**src/rtl/vga_timing_gen.sv**
```systemverilog
// rtl/vga_timing_gen.sv - raster timing generator with fetch-latency-matched pixel output stage
// Counters drive combinational fetch requests; sync/de/markers ride a FETCH_LAT delay line to meet returning pixel data.
module vga_timing_gen #(
  parameter int              H_ACTIVE    = 800,
  parameter int              H_FP        = 40,
  parameter int              H_SYNC      = 128,
  parameter int              H_BP        = 88,
  parameter int              V_ACTIVE    = 600,
  parameter int              V_FP        = 1,
  parameter int              V_SYNC      = 4,
  parameter int              V_BP        = 23,
  parameter logic            HS_POL      = 1'b1,
  parameter logic            VS_POL      = 1'b1,
  parameter int              COLOR_W     = 8,
  parameter logic [COLOR_W-1:0] BLANK_COLOR = 8'hF8,
  parameter int              FETCH_LAT   = 2
) (
  input  logic                          clk,
  input  logic                          reset,
  input  logic                          enable,
  input  logic                          pattern,
  output logic                          pix_req,
  output logic [$clog2(H_ACTIVE)-1:0]   pix_x,
  output logic [$clog2(V_ACTIVE)-1:0]   pix_y,
  input  logic [COLOR_W-1:0]            pix_data,
  output logic                          hs,
  output logic                          vs,
  output logic                          de,
  output logic [COLOR_W-1:0]            color,
  output logic                          line_start,
  output logic                          frame_start
);

  localparam int H_TOTAL = H_ACTIVE + H_FP + H_SYNC + H_BP;
  localparam int V_TOTAL = V_ACTIVE + V_FP + V_SYNC + V_BP;
  localparam int HW      = $clog2(H_TOTAL);
  localparam int VW      = $clog2(V_TOTAL);
  localparam int XW      = $clog2(H_ACTIVE);
  localparam int YW      = $clog2(V_ACTIVE);
  localparam int SW0     = ((XW > YW) ? XW : YW) + 1;
  localparam int SW      = (SW0 > 11) ? SW0 : 11;
  localparam int PW      = 6 + XW + YW;

  localparam logic [HW-1:0] H_LAST = HW'(H_TOTAL - 1);
  localparam logic [HW-1:0] H_ACT  = HW'(H_ACTIVE);
  localparam logic [HW-1:0] HS_BEG = HW'(H_ACTIVE + H_FP);
  localparam logic [HW-1:0] HS_END = HW'(H_ACTIVE + H_FP + H_SYNC);
  localparam logic [VW-1:0] V_LAST = VW'(V_TOTAL - 1);
  localparam logic [VW-1:0] V_ACT  = VW'(V_ACTIVE);
  localparam logic [VW-1:0] VS_BEG = VW'(V_ACTIVE + V_FP);
  localparam logic [VW-1:0] VS_END = VW'(V_ACTIVE + V_FP + V_SYNC);

  logic [HW-1:0]      r_h;
  logic [VW-1:0]      r_v;
  logic               r_mode;
  logic               r_hs;
  logic               r_vs;
  logic               r_de;
  logic [COLOR_W-1:0] r_color;
  logic               r_ls;
  logic               r_fs;

  logic               w_h_act;
  logic               w_v_act;
  logic               w_hs_raw;
  logic               w_vs_raw;
  logic               w_line0;
  logic               w_origin;
  logic               w_mode;
  logic [PW-1:0]      w_head;
  logic [PW-1:0]      w_tail;
  logic               w_t_hs;
  logic               w_t_vs;
  logic               w_t_de;
  logic               w_t_ls;
  logic               w_t_fs;
  logic               w_t_mode;
  logic [XW-1:0]      w_t_x;
  logic [YW-1:0]      w_t_y;
  logic [COLOR_W-1:0] w_pat;

  always_ff @(posedge clk or posedge reset) begin
    if (reset) begin
      r_h <= '0;
      r_v <= '0;
    end else if (enable) begin
      if (r_h == H_LAST) begin
        r_h <= '0;
        r_v <= (r_v == V_LAST) ? '0 : r_v + 1'b1;
      end else begin
        r_h <= r_h + 1'b1;
      end
    end
  end

  assign w_h_act  = (r_h < H_ACT);
  assign w_v_act  = (r_v < V_ACT);
  assign pix_req  = w_h_act & w_v_act;
  assign pix_x    = pix_req ? r_h[XW-1:0] : '0;
  assign pix_y    = pix_req ? r_v[YW-1:0] : '0;
  assign w_hs_raw = (r_h >= HS_BEG) && (r_h < HS_END);
  assign w_vs_raw = (r_v >= VS_BEG) && (r_v < VS_END);
  assign w_line0  = (r_h == '0);
  assign w_origin = w_line0 && (r_v == '0);

  // Mode only changes at the frame origin, so the whole frame shares one source.
  assign w_mode = w_origin ? pattern : r_mode;

  always_ff @(posedge clk or posedge reset) begin
    if (reset) begin
      r_mode <= 1'b0;
    end else if (enable && w_origin) begin
      r_mode <= pattern;
    end
  end

  assign w_head = {w_hs_raw, w_vs_raw, pix_req, w_line0, w_origin, w_mode, pix_x, pix_y};

  generate
    if (FETCH_LAT == 0) begin : g_nodelay
      assign w_tail = w_head;
    end else begin : g_delay
      logic [PW-1:0] r_pipe [FETCH_LAT];

      always_ff @(posedge clk or posedge reset) begin
        if (reset) begin
          for (int i = 0; i < FETCH_LAT; i++) r_pipe[i] <= '0;
        end else if (enable) begin
          r_pipe[0] <= w_head;
          for (int i = 1; i < FETCH_LAT; i++) r_pipe[i] <= r_pipe[i-1];
        end
      end

      assign w_tail = r_pipe[FETCH_LAT-1];
    end
  endgenerate

  assign {w_t_hs, w_t_vs, w_t_de, w_t_ls, w_t_fs, w_t_mode, w_t_x, w_t_y} = w_tail;
  assign w_pat = COLOR_W'(SW'(w_t_x) + SW'(w_t_y));

  always_ff @(posedge clk or posedge reset) begin
    if (reset) begin
      r_hs    <= ~HS_POL;
      r_vs    <= ~VS_POL;
      r_de    <= 1'b0;
      r_color <= BLANK_COLOR;
      r_ls    <= 1'b0;
      r_fs    <= 1'b0;
    end else if (enable) begin
      r_hs    <= HS_POL ? w_t_hs : ~w_t_hs;
      r_vs    <= VS_POL ? w_t_vs : ~w_t_vs;
      r_de    <= w_t_de;
      r_color <= w_t_de ? (w_t_mode ? w_pat : pix_data) : BLANK_COLOR;
      r_ls    <= w_t_ls;
      r_fs    <= w_t_fs;
    end
  end

  assign hs          = r_hs;
  assign vs          = r_vs;
  assign de          = r_de;
  assign color       = r_color;
  assign line_start  = r_ls;
  assign frame_start = r_fs;

endmodule

```
**config.mk**
```make
export PLATFORM = sky130hd
export DESIGN_NAME = vga_timing_gen
export DESIGN_NICKNAME = d
export VERILOG_FILES = /design/src/rtl/vga_timing_gen.sv
export SDC_FILE = /design/constraint.sdc
export NUM_CORES = 1
export LEC_CHECK = 0
export ABC_AREA = 0
export CORE_MARGIN = 3
export CORE_UTILIZATION = 45
export DETAILED_ROUTE_END_ITERATION = 7
export PLACE_DENSITY = 0.66
export SYNTH_ARGS = -nofsm -noshare
export SYNTH_HDL_FRONTEND = slang
export SYNTH_SLANG_ARGS = --single-unit
```
**constraint.sdc**
```tcl
create_clock -name clk -period 2.81 [get_ports clk]
set_input_delay 0.562 -clock clk [delete_from_list [all_inputs] [get_ports clk]]
set_output_delay 0.562 -clock clk [all_outputs]
set_load 0.02 [all_outputs]
```
==> metrics <==
Final Skew=approximately 0.010 ns; Mapped Nets=roughly 370; Fmax=between 300 and 400 MHz; VDD IR-drop max=~0.55 mV; detailed-route DRC error count=0; synthesized instance count=around 340; clock buffer depth=2; clk sinks=79; critical path endpoint category=output pin; worst-skew pair later-pin latency=~0.35 ns; share of the synthesized area in the top cell type=47.6%; Post-Synth XOR/XNOR Area=3.15%; Synth Area in Adders=4.70%; Wirelength per Cell=around 16 um; setup TNS=0 ns; DR vias=approximately 2800; Starting Density=a little under half; vias in the first global route=around 2800; max_slew headroom=around 62%; max_cap viols=0; top cells by area, synth=dfrtp_1, mux2_2, ha_1; share of layout cells above drive strength 1=approximately a fifth; Synth area leader=dfrtp_1; sw frac=about 33%; hpwl dp=5640 um; Crit path largest cell delay=~0.46 ns; Post-Synth Simple-Gate Area=about 15%; internal power=0.00216 W; largest net degree at the start of global routing=80; DRT iter0 DRCs=about 120; R2R Path End=color[6]$_DFFE_PP1P_; IO buf count=45; Avg Cell Area, Syn=11.3 um2; CP max FO=9; overall routing resource usage=between 10% and 20%; r2r setup slk=between 0.6 and 0.7 ns; First-pass DRT Iterations=4; Logic pwr share=roughly a quarter; Clock Power Share=27.1%; status=finished clean; crit path max-delay cell type=dfrtp_1; WHS Path Cells=1; post-synthesis register bit count=between 70 and 80; Mapped Area=roughly 4000 um2; Power per Cell Area=a little under 700 nW/um2; main combinational cell family by area after synthesis=simple AND/OR/NAND/NOR gates; M2 GR Usage=27.3%; Critical Path RT=approximately 2.3 ns; # setup viols final=0; Hold Startpoint=color[1]$_DFFE_PP0P_; top-count cell post-synth=dfrtp_1; post-synth cell types=51; CTS H-tree depth=3; Clk pin slew, worst setup/hold paths=0.09 ns; CP cell instances=nor3_4 -> nor2b_1 -> a211oi_2 -> buf_4 -> and2_1 -> dlygate4sd2_1; # nets final=between 400 and 500; die height=approximately 100 um; Psw=between 0.001 and 0.0015 W; register area share after synthesis=between 50% and 60%; total leakage power=around 2.1 nW; worst hold slack=between 0.4 and 0.5 ns; Crit Path Category=flip-flop to output pin; Post-CTS Setup Inserts=0; diode count=0; Final Slew Violations=0; drt total wl=8080 um; delay-heaviest family, CP=buffers and inverters; TritonCTS Buffers=9; global-route wire length before repair=13700 um; yosys warns=0; met3 Resource Use GR=around 3.5%; crit share post-route=a little over nine tenths; Rows=33; endpoints failing hold=0; mux cell area share after synthesis=13.2%; ys flop type=dfrtp_1; Synth-to-Final Area Change=20.1%; Synth top cells by count=dfrtp_1, mux2_2, nor2_1, and2_1, nand2_1; part of the power in registers=a little under half; RSZ-0062 raised after global routing=no; Compound-Gate Fraction of Synth Area=10.3%; hold worst-path end=color[1]$_DFFE_PP0P_; CTS root buf=clkbuf_8; CP Launch Type=flip-flop; Vias/cell=roughly 5.6; measured slew at the worst slew-check pin=0.565 ns; die width=99.0 um; CP bufs+invs=2; WP data arrival=2.10 ns; antenna violations before repair=0; core area=roughly 8300 um2; RD Place Congestion=roughly 0.86; met1 usage=about a quarter; die area=slightly below 10000 um2; number of routed nets with antenna violations=0; I/O pins=46; asr flop ratio synth=100%; CTS tree=built; GR Overflow Total=0; R2R depth=8; hold crit path type=flip-flop to flip-flop; hold buffer count at CTS=0; Tmin final=roughly 2.7 ns; EDFF count, synth=0; worst flop-to-flop path startpoint=w_tail[0]$_DFFE_PP0P_; gr busiest metal=met2
area by class of cell:
cell class	instances	area, um2
clock buffers	9	124
clock inverters	7	81.3
fillers	732	3630
inverters	14	52.6
multi-input cells	235	1790
flip-flops and latches	79	1980
well taps	105	131
repair buffers	54	512
layer usage:
| metal | part of all wire, % | vias up |
|---|---|---|
| li1 | - | 1330 |
| met1 | 47 | 1376 |
| met2 | 46 | 74 |
| met3 | 4.6 | 12 |
| met4 | 1.8 | 0 |
| met5 | 0 | - |
sequential cells by signal, indices dropped and copies added (netlist names):
signal,count
r_mode,1
hs,1
w_tail,22
color,8
frame_start,1
de,1
r_h,11
g_delay.r_pipe,22
line_start,1
r_v,10
vs,1
power by group through the flow:
| stage | Combinational [W] | Sequential (W) | Clock [W] |
|---|---|---|---|
| floorplan | 0.000598 | 0.00148 | 0 |
| global placement | 0.000872 | 0.00151 | 0 |
| detailed placement | 0.000891 | 0.00152 | 0 |
| CTS | 0.000868 | 0.00150 | 0.000898 |
| global route | 0.000955 | 0.00153 | 0.000950 |
| finish | 0.000863 | 0.00150 | 0.000880 |
worst max path at each step:
stage | from | end | slack [ns] | cells after the start
floorplan | reset | color[0]$_DFFE_PP0P_ | 0.23 | 1
global placement | r_h[5]$_DFFE_PP0P_ | pix_x[7] | 0.25 | 6
detailed placement | r_h[5]$_DFFE_PP0P_ | pix_y[3] | 0.20 | 6
CTS | r_h[5]$_DFFE_PP0P_ | pix_req | 0.04 | 5
global route | r_v[7]$_DFFE_PP0P_ | pix_x[6] | 0.0002 | 6
finish | r_h[7]$_DFFE_PP0P_ | pix_y[0] | 0.14 | 6
through the flow:
stage                     utilization [%]  cells  instance area [um2]  setup slack (ns)  power, W
after CTS                            56.2    503                 4660            0.0378   0.00327
after detailed placement             53.9    487                 4480             0.205   0.00241
after global routing                 56.3    503                 4670          0.000155   0.00344
after floorplan                         -    343                 3890             0.233   0.00208
final                                56.3    503                 4670             0.144   0.00324
after global placement               53.9    487                 4480             0.250   0.00238
kinds of logic (layout without fill, tap and decap cells):
logic type,after synthesis,in the layout
flops,79,79
xor+xnor,14,14
simple gates,102,102
compound gates,59,59
mux,46,46
fa+ha+maj,14,14
buf+inv,29,84
what timing repair did:
item                       in CTS  in global routing
setup endpoints to repair      20                  8
pin swaps                       0                  0
hold endpoints to repair        0                  0
gates resized for setup        21                  8
gates cloned                    0                  0
placed cells by master, fill, tap and decap left out, types with 2 or more instances in the layout:
master and instances:
clkbuf_8 9, a21oi_1 11, nor2b_1 2, o21ai_0 15, clkdlybuf4s50_1 23, clkdlybuf4s15_1 7, o31ai_1 2, o2bb2ai_1 4
clkinvlp_4 3, xnor2_1 11, a31o_2 2, and2_1 21, dfrtp_1 74, dfstp_2 5, buf_4 8, a31oi_1 4
ha_1 13, inv_1 12, a41oi_1 4, dlygate4sd2_1 13, a21o_1 2, nand4_1 9, xor2_1 3, nand2_1 20
a211oi_1 5, nand3_1 6, and3_1 4, nor3_1 3, and4_1 2, nor2_1 25, mux2i_1 4, mux2_2 41
Note: power is estimated with default switching activity, not from simulation.
==> patch 1, RTL diff (config.mk and constraints unchanged) <==
`HS_POL`: 1'b1 -> 1'b0.
--- a/src/rtl/vga_timing_gen.sv
+++ b/src/rtl/vga_timing_gen.sv
@@ -9,7 +9,7 @@
   parameter int              V_FP        = 1,
   parameter int              V_SYNC      = 4,
   parameter int              V_BP        = 23,
-  parameter logic            HS_POL      = 1'b1,
+  parameter logic            HS_POL      = 1'b0,
   parameter logic            VS_POL      = 1'b1,
   parameter int              COLOR_W     = 8,
   parameter logic [COLOR_W-1:0] BLANK_COLOR = 8'hF8,
Function: changed (a bounded check fails within 4 cycles, from zero or initial values and one cycle with reset high).
==> patch 1 against the original RTL <==
Sequential cell count unchanged; worst hold slack worse by 0.068 ns; setup slack worse by 0.0033 ns; count of clock-buffer cells in the layout is 2 higher; via count fell by 2.1%; power down 3.3%; routed wire length increased by 2.5%; synthesized area is 1.4% higher; largest power group unchanged; critical endpoint is now pix_req; highest routed layer unchanged; cell area decreased by 0.43%.
==> patch 1: results (changes against the original RTL) <==
The routed length per instance was 16.29 µm (was 16.06 µm). The tools report the post-DP HPWL as 5934 µm (was 5635 µm). The flow ran to the end, and the final reports show no timing, DRC or antenna violations. The tools report the global-route wire length before repair as 14140 µm (was 13740 µm). The number of DRC violations after detailed-routing iteration 0 was 109 (was 115). The run gives 0.03436 (was 0.03539) as the met3 layer usage reported by global route. Ranking of synthesized cells by instance count: 73 x sky130_fd_sc_hd__dfrtp_1, 39 x sky130_fd_sc_hd__mux2_2, 19 x sky130_fd_sc_hd__o21ai_0 (was 74 x sky130_fd_sc_hd__dfrtp_1, 41 x sky130_fd_sc_hd__mux2_2, 25 x sky130_fd_sc_hd__nor2_1). The tools report the number of nets in the finished design as 424 (was 419). The share of final-layout standard cells stronger than drive strength 1 is 0.2829 (was 0.2060), and the overall fraction of global-route tracks in use is 0.1813 (was 0.1760). The maximum single-stage delay on the critical path works out to 0.39 ns (was 0.46 ns).

The total power after layout came out at 0.003135 W (was 0.003242 W). The net switching power of the design is 0.001000 W (was 0.001083 W), and the static leakage power is 2.191 nW (was 2.108 nW). For the total routed wirelength, the log shows 8276 µm (was 8076 µm). Largest net degree at the start of global routing: 58 (was 80). For the met2 routing resource usage after global routing, the log shows 0.2748 (was 0.2732). Total instance count after detailed placement: 492 (was 487). The clock group power came out at 0.000862 W (was 0.000880 W).

The run gives 0.254 (was 0.266) as the portion of total power attributed to combinational logic. The clock tree skew after final layout is 0.01061 ns (was 0.01008 ns). The routability-driven placement congestion ratio was 0.8743 (was 0.8636); the peak fanout along the critical path was 10 (was 9). The post-synthesis net count is 372 (was 369). The tools report the standard cell area after detailed placement as 4552 µm² (was 4476 µm²). The mean area per synthesized cell is 11.41 µm² (was 11.34 µm²), and the first-pass iteration count of the detailed router is 5 (was 4).

The highest ir drop seen on vdd was 0.5278 mV (was 0.5514 mV). For the total via count after detailed routing, the log shows 2733 (was 2792). The proportion of synthesized chip area in sequential cells is 0.5029 (was 0.5098). The logs give 0.6105 (was 0.6237) for the relative slew slack and 0.06954 ns (was 0.2045 ns) for the worst slack after detailed placement. The number of fill cells was 749 (was 732); the via count of the first global-routing pass was 2817 (was 2766).

Cell types with the largest area share after synthesis: sky130_fd_sc_hd__dfrtp_1 46%, sky130_fd_sc_hd__mux2_2 11%, sky130_fd_sc_hd__ha_1 4.1% (was sky130_fd_sc_hd__dfrtp_1 48%, sky130_fd_sc_hd__mux2_2 12%, sky130_fd_sc_hd__ha_1 4.2%). The met1 global-route usage came out at 0.2585 (was 0.2409).
[patch 1: critical path: cells and delay by family (launching register included)]
family,cells,cell delay (ns)
compound gates,3,0.82
buf+inv,2,0.55
flops,1,0.39
[patch 1: cell type report]
type,instances,area share
clock buffers,11,0.03038
clock inverters,5,0.01237
inverters,18,0.01479
multi-input cells,230,0.3861
flip-flops and latches,79,0.4265
well taps,105,0.02823
repair buffers,60,0.1016
[patch 1: cell families (layout without fill, tap and decap cells)]
| kind of cell | Yosys count | count (layout) | synth area share |
|---|---|---|---|
| AOI/OAI and AO/OA | 54 | 54 | 0.08909 |
| muxes | 47 | 47 | 0.1328 |
| buffers and inverters | 37 | 94 | 0.04185 |
| adders and majority gates | 14 | 14 | 0.04629 |
| DFF | 79 | 79 | 0.5029 |
| xor gates and xnor gates | 18 | 18 | 0.03995 |
| and+or+nand+nor | 97 | 97 | 0.1471 |
[patch 1: final timing paths]
kind / end / from / slack (ns) / cells past startpoint
worst min register to register: hs$_DFFE_PP1P_ / w_tail[25]$_DFFE_PP0P_ / 0.42 / 1
worst min-delay path: hs$_DFFE_PP1P_ / w_tail[25]$_DFFE_PP0P_ / 0.42 / 1
worst max register to register: r_mode$_DFFE_PP0P_ / r_v[1]$_DFFE_PP0P_ / 0.52 / 7
max in group asynchronous: hs$_DFFE_PP1P_ / reset / 1.60 / 3
min in group asynchronous: g_delay.r_pipe[31]$_DFFE_PP0P_ / reset / 0.54 / 2
worst max-delay path: pix_req / r_v[4]$_DFFE_PP0P_ / 0.14 / 5
[patch 1: layer usage]
metal	vias up	share of wire
met4	0	0.015
met3	12	0.040
met2	58	0.45
met1	1341	0.49
met5	-	0
li1	1322	-
[patch 1: what timing repair did]
item,4_1_cts,5_1_grt
endpoints found under the hold margin,0,0
endpoints found under the setup margin,21,20
resized for setup,39,23
==> patch 2, RTL diff (same settings) <==
Made on the original files. Reset style: synchronous (`reset`), changed in 4 clocked blocks.
--- a/src/rtl/vga_timing_gen.sv
+++ b/src/rtl/vga_timing_gen.sv
@@ -79,7 +79,7 @@
   logic [YW-1:0]      w_t_y;
   logic [COLOR_W-1:0] w_pat;
 
-  always_ff @(posedge clk or posedge reset) begin
+  always_ff @(posedge clk) begin
     if (reset) begin
       r_h <= '0;
       r_v <= '0;
@@ -106,7 +106,7 @@
   // Mode only changes at the frame origin, so the whole frame shares one source.
   assign w_mode = w_origin ? pattern : r_mode;
 
-  always_ff @(posedge clk or posedge reset) begin
+  always_ff @(posedge clk) begin
     if (reset) begin
       r_mode <= 1'b0;
     end else if (enable && w_origin) begin
@@ -122,7 +122,7 @@
     end else begin : g_delay
       logic [PW-1:0] r_pipe [FETCH_LAT];
 
-      always_ff @(posedge clk or posedge reset) begin
+      always_ff @(posedge clk) begin
         if (reset) begin
           for (int i = 0; i < FETCH_LAT; i++) r_pipe[i] <= '0;
         end else if (enable) begin
@@ -138,7 +138,7 @@
   assign {w_t_hs, w_t_vs, w_t_de, w_t_ls, w_t_fs, w_t_mode, w_t_x, w_t_y} = w_tail;
   assign w_pat = COLOR_W'(SW'(w_t_x) + SW'(w_t_y));
 
-  always_ff @(posedge clk or posedge reset) begin
+  always_ff @(posedge clk) begin
     if (reset) begin
       r_hs    <= ~HS_POL;
       r_vs    <= ~VS_POL;
Formal check against the unedited RTL: differs if reset is asserted again (counterexample within 4 cycles, from zero or initial values and one cycle with reset high); with reset held inactive, the same outputs for 10 cycles.
==> patch 2 against the original RTL <==
Cell area down 0.21%; cell count up 4.4%; routed wire length down 5.3%; sequential cell count unchanged; sequential share of layout area up 0.92 points; setup slack about the same; synthesized area down 1.8%; critical endpoint is now pix_x[5].
Power is not compared: it rests on default switching activity, and its combinational part moved more than twofold at a synthesized area within 25%.
==> patch 2: results (changes against the original RTL) <==
The logs give 49 (was 80) for the largest net degree at the start of global routing and 0.2788 ns (was 0.2045 ns) for the worst slack after detailed placement. The clock buffer and inverter area fraction after layout is 0.04213 (was 0.04391), and the post-DP HPWL is 5294 µm (was 5635 µm). The tools report the via count of the first global-routing pass as 2760 (was 2766). The relative slew slack is 0.6380 (was 0.6237), and the inverter count is 11 (was 14). The number of multi-input logic gates was 254 (was 235); the post-synthesis mux area share was 0.03406 (was 0.1319).

Register fraction of the total cell area: 0.4336 (was 0.4244). The adder and majority gate portion of the synthesized area works out to 0.04782 (was 0.04696). The share of final-layout standard cells stronger than drive strength 1 is 0.09929 (was 0.2060), and the routability-driven placement congestion ratio is 0.9065 (was 0.8636).

The complex-gate fraction of the synthesized area came out at 0.05699 (was 0.1026). The count of distinct cell types in the synthesized netlist came out at 44 (was 51). The post-synthesis net count is 392 (was 369), and the count of plain and timing-repair buffers is 63 (was 54).

Standard cell area after detailed placement: 4471 µm² (was 4476 µm²). The run gives 699 (was 732) as the number of fill cells. The layout overhead on the synthesized area came out at 22.08% (was 20.14%). The total via count after detailed routing came out at 2732 (was 2792). The flow ran to the end, and the final reports show no timing, DRC or antenna violations. Buffering overhead: 0.1312 (was 0.1095).

For the total instance count after detailed placement, the log shows 508 (was 487). The proportion of synthesized chip area in sequential cells came out at 0.5293 (was 0.5098). The number of DRC violations after detailed-routing iteration 0 came out at 105 (was 115).

The filler-free cell count of the finished design is 525 (was 503). The total routed wirelength was 7645 µm (was 8076 µm); the post-synthesis xor/xnor area fraction was 0.04586 (was 0.03152). Post-synthesis async set-or-reset flop share: 0 (was 1.000).

Ranking of synthesized cells by instance count: 44 x sky130_fd_sc_hd__and2_1, 44 x sky130_fd_sc_hd__edfxtp_1, 41 x sky130_fd_sc_hd__nor2_1 (was 74 x sky130_fd_sc_hd__dfrtp_1, 41 x sky130_fd_sc_hd__mux2_2, 25 x sky130_fd_sc_hd__nor2_1).
[patch 2: logic make-up after synthesis]
kind of cell             Yosys count
buffers and inverters             33
flip-flops                        79
multiplexers                      13
adder cells (fa/ha/maj)           14
AO/OA/AOI/OAI                     35
AND/OR/NAND/NOR                  172
XOR/XNOR                          20
[patch 2: where the power goes]
part / leakage [nW] / internal [W] / switching, W / total [W]
clock network: 0.0972 / 0.000412 / 0.000430 / 0.000842
logic: 1.13 / 0.0000870 / 0.0000965 / 0.000184
registers: 0.770 / 0.00126 / 0.0000222 / 0.00129
[patch 2: worst paths after layout]
path / startpoint / endpoint / slack (ns) / cells after the start
worst max-delay path: r_v[4]$_SDFFE_PP0P_ / pix_x[5] / 0.14 / 7
worst min-delay path: color[2]$_SDFFE_PP0P_ / color[2]$_SDFFE_PP0P_ / 0.46 / 2
worst max register to register: r_h[6]$_SDFFE_PP0P_ / r_v[9]$_SDFFE_PP0P_ / 0.53 / 6
worst min register to register: color[2]$_SDFFE_PP0P_ / color[2]$_SDFFE_PP0P_ / 0.46 / 2
[patch 2: worst min-delay path: stages (launching register included)]
cell and delay (ns):
sky130_fd_sc_hd__dfxtp_1 0.33, sky130_fd_sc_hd__nand2_1 0.05, sky130_fd_sc_hd__o21ai_0 0.06
[patch 2: repair_timing]
item,in CTS,in global routing
resized for setup,17,4
pin swaps,1,0
setup endpoints to repair,21,4
setup buffers,1,0
[patch 2: per-layer routing]
metal / vias to the layer above / share of wire / track usage
met5: - / 0 / 0
met4: 0 / 0.016 / 0.05882
met3: 11 / 0.040 / 0.03500
met2: 57 / 0.50 / 0.2827
met1: 1290 / 0.45 / 0.2157
li1: 1374 / - / -
